### src/rtl/bit6_fa_pair.sv
// Registered dual full adder: two independent 3:2 compressors over six 1-bit operands.
// Optional BIT6_POPCOUNT_EN adds a registered 3-bit count of ones across a..f.
module bit6_fa_pair (
  input  logic       clk,
  input  logic       rst_n,
  input  logic       in_valid,
  input  logic       a,
  input  logic       b,
  input  logic       c,
  input  logic       d,
  input  logic       e,
  input  logic       f,
  output logic       out_valid,
  output logic       s1,
  output logic       cout1,
  output logic       s2,
  output logic       cout2
`ifdef BIT6_POPCOUNT_EN
  ,
  output logic [2:0] popcount
`endif
);

  localparam int unsigned GrpW = 2;
  localparam int unsigned PcW  = 3;

  // {carry, sum} of three 1-bit operands
  function automatic logic [GrpW-1:0] fa3(input logic x, input logic y, input logic z);
    return {(x & y) | (x & z) | (y & z), x ^ y ^ z};
  endfunction

  logic            valid_d, valid_q;
  logic [GrpW-1:0] grp1_d, grp1_q;
  logic [GrpW-1:0] grp2_d, grp2_q;
`ifdef BIT6_POPCOUNT_EN
  logic [PcW-1:0]  pc_d, pc_q;
`endif

  // Results hold their last value when no new operands arrive
  always_comb begin
    valid_d = in_valid;
    grp1_d  = grp1_q;
    grp2_d  = grp2_q;
`ifdef BIT6_POPCOUNT_EN
    pc_d    = pc_q;
`endif
    if (in_valid) begin
      grp1_d = fa3(a, b, c);
      grp2_d = fa3(d, e, f);
`ifdef BIT6_POPCOUNT_EN
      pc_d   = PcW'(grp1_d) + PcW'(grp2_d);
`endif
    end
  end

  always_ff @(posedge clk) begin
    if (!rst_n) begin
      valid_q <= 1'b0;
      grp1_q  <= '0;
      grp2_q  <= '0;
`ifdef BIT6_POPCOUNT_EN
      pc_q    <= '0;
`endif
    end else begin
      valid_q <= valid_d;
      grp1_q  <= grp1_d;
      grp2_q  <= grp2_d;
`ifdef BIT6_POPCOUNT_EN
      pc_q    <= pc_d;
`endif
    end
  end

  assign out_valid = valid_q;
  assign s1        = grp1_q[0];
  assign cout1     = grp1_q[1];
  assign s2        = grp2_q[0];
  assign cout2     = grp2_q[1];
`ifdef BIT6_POPCOUNT_EN
  assign popcount  = pc_q;
`endif

endmodule

### config.mk
export PLATFORM = sky130hd
export DESIGN_NAME = bit6_fa_pair
export DESIGN_NICKNAME = d
export VERILOG_FILES = /design/src/rtl/bit6_fa_pair.sv
export SDC_FILE = /design/constraint.sdc
export NUM_CORES = 1
export LEC_CHECK = 0
export ABC_AREA = 0
export CORE_AREA = 2 2 39 41
export DETAILED_ROUTE_END_ITERATION = 7
export DIE_AREA = 0 0 41 43
export PLACE_DENSITY = 0.55
export SYNTH_ARGS = -nofsm -noshare
export SYNTH_HDL_FRONTEND = slang
export SYNTH_SLANG_ARGS = --single-unit
### constraint.sdc
create_clock -name clk -period 1.08 [get_ports clk]
set_clock_uncertainty 0.1 [all_clocks]
set_input_delay 0.216 -clock clk [delete_from_list [all_inputs] [get_ports clk]]
set_output_delay 0.216 -clock clk [all_outputs]
set_load 0.05 [all_outputs]
==> impl_metrics.csv, run 1 <==
group,metric,value,unit
status,status,"finished clean",
power,peakVddDrop,0.4876,mV
synthesis,synth_top_family_by_area,"adder cells",
die,ioPinCount,14,
setup_path,r2r-start,"grp1_q[1]",
synthesis,synthXorXnorAreaFrac,0,%
setup_path,crit_slowest_cell,"dfxtp_1",
setup_path,cp-end-kind,"output pin",
timing,setup_viol,0,
die,die_height,43,µm
power,p_leak,0.1837,nW
cells_and_area,final_common_cell,"buf_12",
synthesis,synthMuxAreaShare,17.88,%
timing,min_period,1.048,ns
setup_path,regToRegEndpoint,"grp1_q[1]",
setup_path,worstPathArrival,0.73,ns
routing,drt_wl_total,507,µm
cts,clk_pin_slew,0.04,ns
synthesis,seq_area_frac_synth,44.69,%
routing,wl_per_cell,10.35,µm
grt,grt_pass1_vias,184,
setup_path,path_depth,1,
setup_path,cp-start-kind,"register",
routing,vias,189,
setup_path,crit_required,0.76,ns
cells_and_area,diodes,0,
cells_and_area,drive_gt1_share,51.52,%
timing,tns,0,ns
placement,io_buffers,13,
cts,cts_made_buffers,3,
die,std_cell_rows,14,
die,dieArea,1763,µm²
cts,htree_num_levels,1,
synthesis,yosysUniqueCellTypes,6,
grt,grtUsageTotal,7.638,%
timing,min_period_over_period,97.01,%
synthesis,syn_area,224.0,µm²
grt,grt_overflow_total,0,
synthesis,syn_nets,28,
setup_path,crit_chain,"buf_12",
synthesis,synthAdderAreaFrac,17.88,%
synthesis,avgSynthCellArea,13.17,µm²
die,start_util,16.18,%
timing,hold_ws,0.3422,ns
synthesis,yosys.area_share.simple,14.53,%
setup_path,ff2ff_setup_slack,0.34,ns
min_path,hold_class,"input port to register",
timing,rsz0062_at_grt,"false",
synthesis,ys_seq_elements,5,
cells_and_area,syn2layout_area_growth,92.18,%
setup_path,cp-endpoint,"out_valid",
routing,drt_iter0_markers,0,
synthesis,yosys.area.top_type,"dfxtp_1",
cells_and_area,nFillCells,143,
synthesis,synth_top_area_share,44.69,%
cts,hold_buffers,0,
setup_path,r2r_cells,2,
setup_path,critical_path_buf_inv_count,1,
setup_path,critPathLaunch,"out_valid",
setup_path,crit_fanout,1,
cells_and_area,fin_nets,45,
routing,drcViolationCount,0,
timing,worst_pin_slew,0.2570,ns
cts,worstSkewPairLatency,0.24,ns
cells_and_area,multi_input_area,115.1,µm²
timing,fmax,0.9545,GHz
cts,cts_buffer_depth,2,
timing,hold_viol,0,
timing,drv_slew,0,
cts,cts_tree,"done",
synthesis,netlist_instances,17,
cts,cts_root_buf,"clkbuf_4",
synthesis,yosys-top-cells-area,"dfxtp_1, fa_1, mux2i_1",
grt,grt_pass1_wl,772,µm
die,core,1384,µm²
run,maxCapViolCount,0,
routing,firstDrtPassIters,1,
timing,relSlewSlack,82.87,%
setup_path,max_stage_delay,0.35,ns
die,die_w,41,µm
cells_and_area,register_area,105.1,µm²
routing,vias_per_cell,3.857,
setup_path,path_delay_family,"flip-flops",
grt,grt_max_degree,6,
grt,antenna_found_initial,0,
cts,cts_sinks,5,
routing,final_antenna_net_count,0,
placement,dpl.hpwl,427.2,µm
placement,routabilityCongestion,0.5740,
cells_and_area,postLayoutCoreUtil,31.10,%
synthesis,synth-compound-area-share,0,%
power,p_per_area,1387,nW/µm²
synthesis,ys_warn_count,0,
cells_and_area,final_cell_mix,"buf_12, mux2i_1, nor2b_1, dfxtp_2",
setup_path,crit_type,"register to output pin",
==> per-layer routing <==
| metal | vias to the layer above | global-route usage (%) | share of wire, % |
|---|---|---|---|
| li1 | 86 | - | - |
| met2 | 16 | 9.063 | 39 |
| met3 | 2 | 6.806 | 19 |
| met4 | 0 | 6.000 | 1.2 |
| met5 | - | 0 | 0 |
| met1 | 85 | 8.065 | 41 |
==> worst min-delay path by stage <==
stage | from | endpoint | slack, ns | depth (start not counted)
5_1_grt | d | grp2_q[0] | 0.37 | 4
4_1_cts | b | grp1_q[0] | 0.43 | 4
2_1_floorplan | rst_n | grp1_q[0] | 0.24 | 1
3_5_place_dp | grp2_q[1] | grp2_q[1] | 0.45 | 2
3_3_place_gp | grp1_q[1] | grp1_q[1] | 0.45 | 2
6_report | d | grp2_q[0] | 0.34 | 4
==> synthesized netlist by cell type, drive strengths merged <==
library cell	number
nor2b	4
and2	1
dfxtp	5
fa	2
buf	1
mux2i	4
==> cell families after synthesis <==
kind of cell  after synthesis
simple gates                5
fa+ha+maj                   2
mux                         4
flops                       5
buf+inv                     1
==> through the flow <==
step	instances	power [W]	worst slack [ns]	instance area (µm²)
floorplan	17	0.0002930	0.01584	224.0
global placement	45	0.0003941	-0.4747	412.9
detailed placement	45	0.0003981	-0.5090	412.9
CTS	49	0.0006100	0.0002537	440.4
global route	49	0.0006304	0.002393	430.4
finish	49	0.0005970	0.03228	430.4
==> worst register-to-register path, cell delays in order (launching register included) <==
cell and delay [ns]:
dfxtp_2 0.33, mux2i_1 0.14, nor2b_1 0.06
==> where the power goes <==
part | internal [W] | total, W | switching, W
clock network | 0.000139 | 0.000211 | 0.0000715
registers | 0.000203 | 0.000217 | 0.0000141
logic | 0.0000898 | 0.000169 | 0.0000797
==> flip-flops by register name (all words and copies together), names as in the netlist <==
register	flops
out_valid	1
grp2_q	2
grp1_q	2
==> area by class of cell <==
type	instances	share of cell area (%)
Sequential cell	5	24.42
Timing Repair Buffer	13	38.08
Tap cell	16	4.651
Multi-Input combinational cell	11	26.74
Clock buffer	4	6.105
==> timing repair <==
item	CTS	global route
resized for setup	15	6
endpoints found under the setup margin	7	4
pin swaps	2	2
setup buffers	0	0
No activity file was read; power rests on OpenSTA's default activity.
==> run 2, diff against run 1 <==
--- a/config.mk
+++ b/config.mk
@@ -9,6 +9,7 @@
 export CORE_AREA = 2 2 39 41
 export DETAILED_ROUTE_END_ITERATION = 7
 export DIE_AREA = 0 0 41 43
+export GPL_ROUTABILITY_DRIVEN = 0
 export PLACE_DENSITY = 0.55
 export SYNTH_ARGS = -nofsm -noshare
 export SYNTH_HDL_FRONTEND = slang
==> results of run 2 <==
Final layout, timing and power as in run 1 (identical DEF).
==> run 3, diff against run 2 <==
--- a/config.mk
+++ b/config.mk
@@ -7,6 +7,7 @@
 export LEC_CHECK = 0
 export ABC_AREA = 0
 export CORE_AREA = 2 2 39 41
+export CTS_BUF_LIST = sky130_fd_sc_hd__clkbuf_8 sky130_fd_sc_hd__clkbuf_16
 export DETAILED_ROUTE_END_ITERATION = 7
 export DIE_AREA = 0 0 41 43
 export GPL_ROUTABILITY_DRIVEN = 0
==> run 3 against run 2 <==
Compared with the run above: non-clock buffer count did not move; cell area up 3.2%; sequential power hardly changed; setup slack better by 0.0019 ns; register-to-register slack about the same; clock-buffer cell count fell by 1; first-iteration DRC count increased by 3; sequential share of layout area decreased by 1.0 points; global-route usage up 0.70 points; largest power group is now the clock network.
==> impl_metrics.csv, run 3 (synthesized netlist as in run 1, its figures left out) <==
group,metric,value,unit
setup_path,critical_path_buf_inv_count,1,
timing,layout_setup_ws,0.03422,ns
grt,grt_max_degree,6,
cts,clk_pin_slew,0.03,ns
setup_path,cp-end-kind,"output pin",
setup_path,crit_fanout,2,
grt,antenna_found_initial,0,
cts,worstSkewPairLatency,0.22,ns
routing,wl_per_cell,10.76,µm
timing,relSlewSlack,83.14,%
routing,vias_per_cell,3.857,
cells_and_area,syn2layout_area_growth,98.32,%
grt,grt_overflow_total,0,
cts,cts_buffer_depth,2,
placement,dp_slack,-0.5090,ns
setup_path,worstPathArrival,0.73,ns
power,p_clk_share,46.1,%
placement,io_buffers,13,
setup_path,ff2ff_setup_slack,0.33,ns
cells_and_area,diodes,0,
cells_and_area,drive_gt1_share,54.55,%
power,peakVddDrop,0.6202,mV
die,ioPinCount,14,
die,dieArea,1763,µm²
power,p_leak,0.1948,nW
setup_path,crit_required,0.76,ns
die,die_w,41,µm
timing,hold_ws,0.3444,ns
setup_path,path_delay_family,"flip-flops",
timing,min_period,1.046,ns
run,maxCapViolCount,0,
die,start_util,16.18,%
timing,min_period_over_period,96.83,%
die,std_cell_rows,14,
setup_path,crit_chain,"buf_12",
cts,cts_made_buffers,3,
timing,setup_viol,0,
power,p_int,0.0005344,W
power,p_per_area,1611,nW/µm²
routing,final_antenna_net_count,0,
placement,placed_area,412.9,µm²
setup_path,crit_slowest_cell,"dfxtp_1",
power,p_switching,0.0001810,W
cells_and_area,nFillCells,148,
setup_path,crit_type,"register to output pin",
min_path,hold_class,"input port to register",
power,swShare,25.30,%
routing,drcViolationCount,0,
grt,grtUsageTotal,8.342,%
grt,grt_pass1_vias,180,
setup_path,max_stage_delay,0.36,ns
cts,cts_sinks,5,
timing,drv_slew,0,
routing,firstDrtPassIters,2,
die,die_height,43,µm
cells_and_area,stdcell_area,444.2,µm²
timing,tns,0,ns
timing,worst_pin_slew,0.2529,ns
placement,dpl.hpwl,427.2,µm
cts,htree_num_levels,1,
timing,rsz0062_at_grt,"false",
power,p_comb_share,23.6,%
power,power.total,0.0007154,W
grt,grt_pass1_wl,828,µm
routing,drt_wl_total,527,µm
cells_and_area,fin_nets,45,
status,status,"finished clean",
timing,hold_viol,0,
cells_and_area,final_common_cell,"buf_12",
setup_path,cp-start-kind,"register",
cells_and_area,final_cell_mix,"buf_12, mux2i_1, nor2b_1",
cts,cts_tree,"done",
routing,vias,189,
timing,fmax,0.9562,GHz
routing,drt_iter0_markers,3,
power,seq_power_share,30.3,%
cts,cts_root_buf,"clkbuf_8",
die,core,1384,µm²
## run 3: metrics by stage
| step | util (%) | std cells |
|---|---|---|
| finish | 32.10 | 49 |
| global route | 32.10 | 49 |
| CTS | 32.73 | 49 |
| detailed placement | 29.84 | 45 |
| global placement | 29.84 | 45 |
| floorplan | - | 17 |
## run 3: cell type report
type	instances	area [µm²]	share of cell area, %
Timing Repair Buffer	13	160.2	36.06
Multi-Input combinational cell	11	115.1	25.92
Sequential cell	5	103.9	23.38
Clock buffer	3	41.29	9.296
Tap cell	16	20.02	4.507
Clock inverter	1	3.754	0.8451
## run 3: repair_timing
item                                    in CTS  in global routing
hold buffers                                 0                  0
gates resized for setup                     16                  7
buffers inserted                             0                  0
endpoints found under the setup margin       4                  6
pin swaps                                    2                  2
## run 3: worst paths after layout
| check | endpoint | cells past startpoint | start |
|---|---|---|---|
| worst min register to register | grp1_q[0] | 2 | grp1_q[0] |
| worst max-delay path | s2 | 1 | grp2_q[0] |
| worst max register to register | grp1_q[1] | 2 | grp1_q[1] |
| worst min-delay path | grp2_q[0] | 4 | f |
## run 3: power by group through the flow
| stage | registers (W) | logic, W | clock network (W) |
|---|---|---|---|
| floorplan | 0.000258 | 0.0000349 | 0 |
| global placement | 0.000216 | 0.000178 | 0 |
| detailed placement | 0.000217 | 0.000181 | 0 |
| CTS | 0.000215 | 0.000175 | 0.000342 |
| global route | 0.000218 | 0.000183 | 0.000362 |
| finish | 0.000217 | 0.000169 | 0.000330 |
## run 3: worst register-to-register path: stages, from the launching register on
cell,delay (ns)
dfxtp_2,0.33
mux2i_1,0.14
nor2b_1,0.06
## run 3: layer usage
metal | GRT usage [%] | part of all wire [%] | vias to the layer above
li1 | - | - | 85
met1 | 8.387 | 39 | 88
met2 | 10.00 | 42 | 16
met3 | 8.377 | 18 | 0
met4 | 6.000 | 0 | 0
met5 | 0 | 0 | -
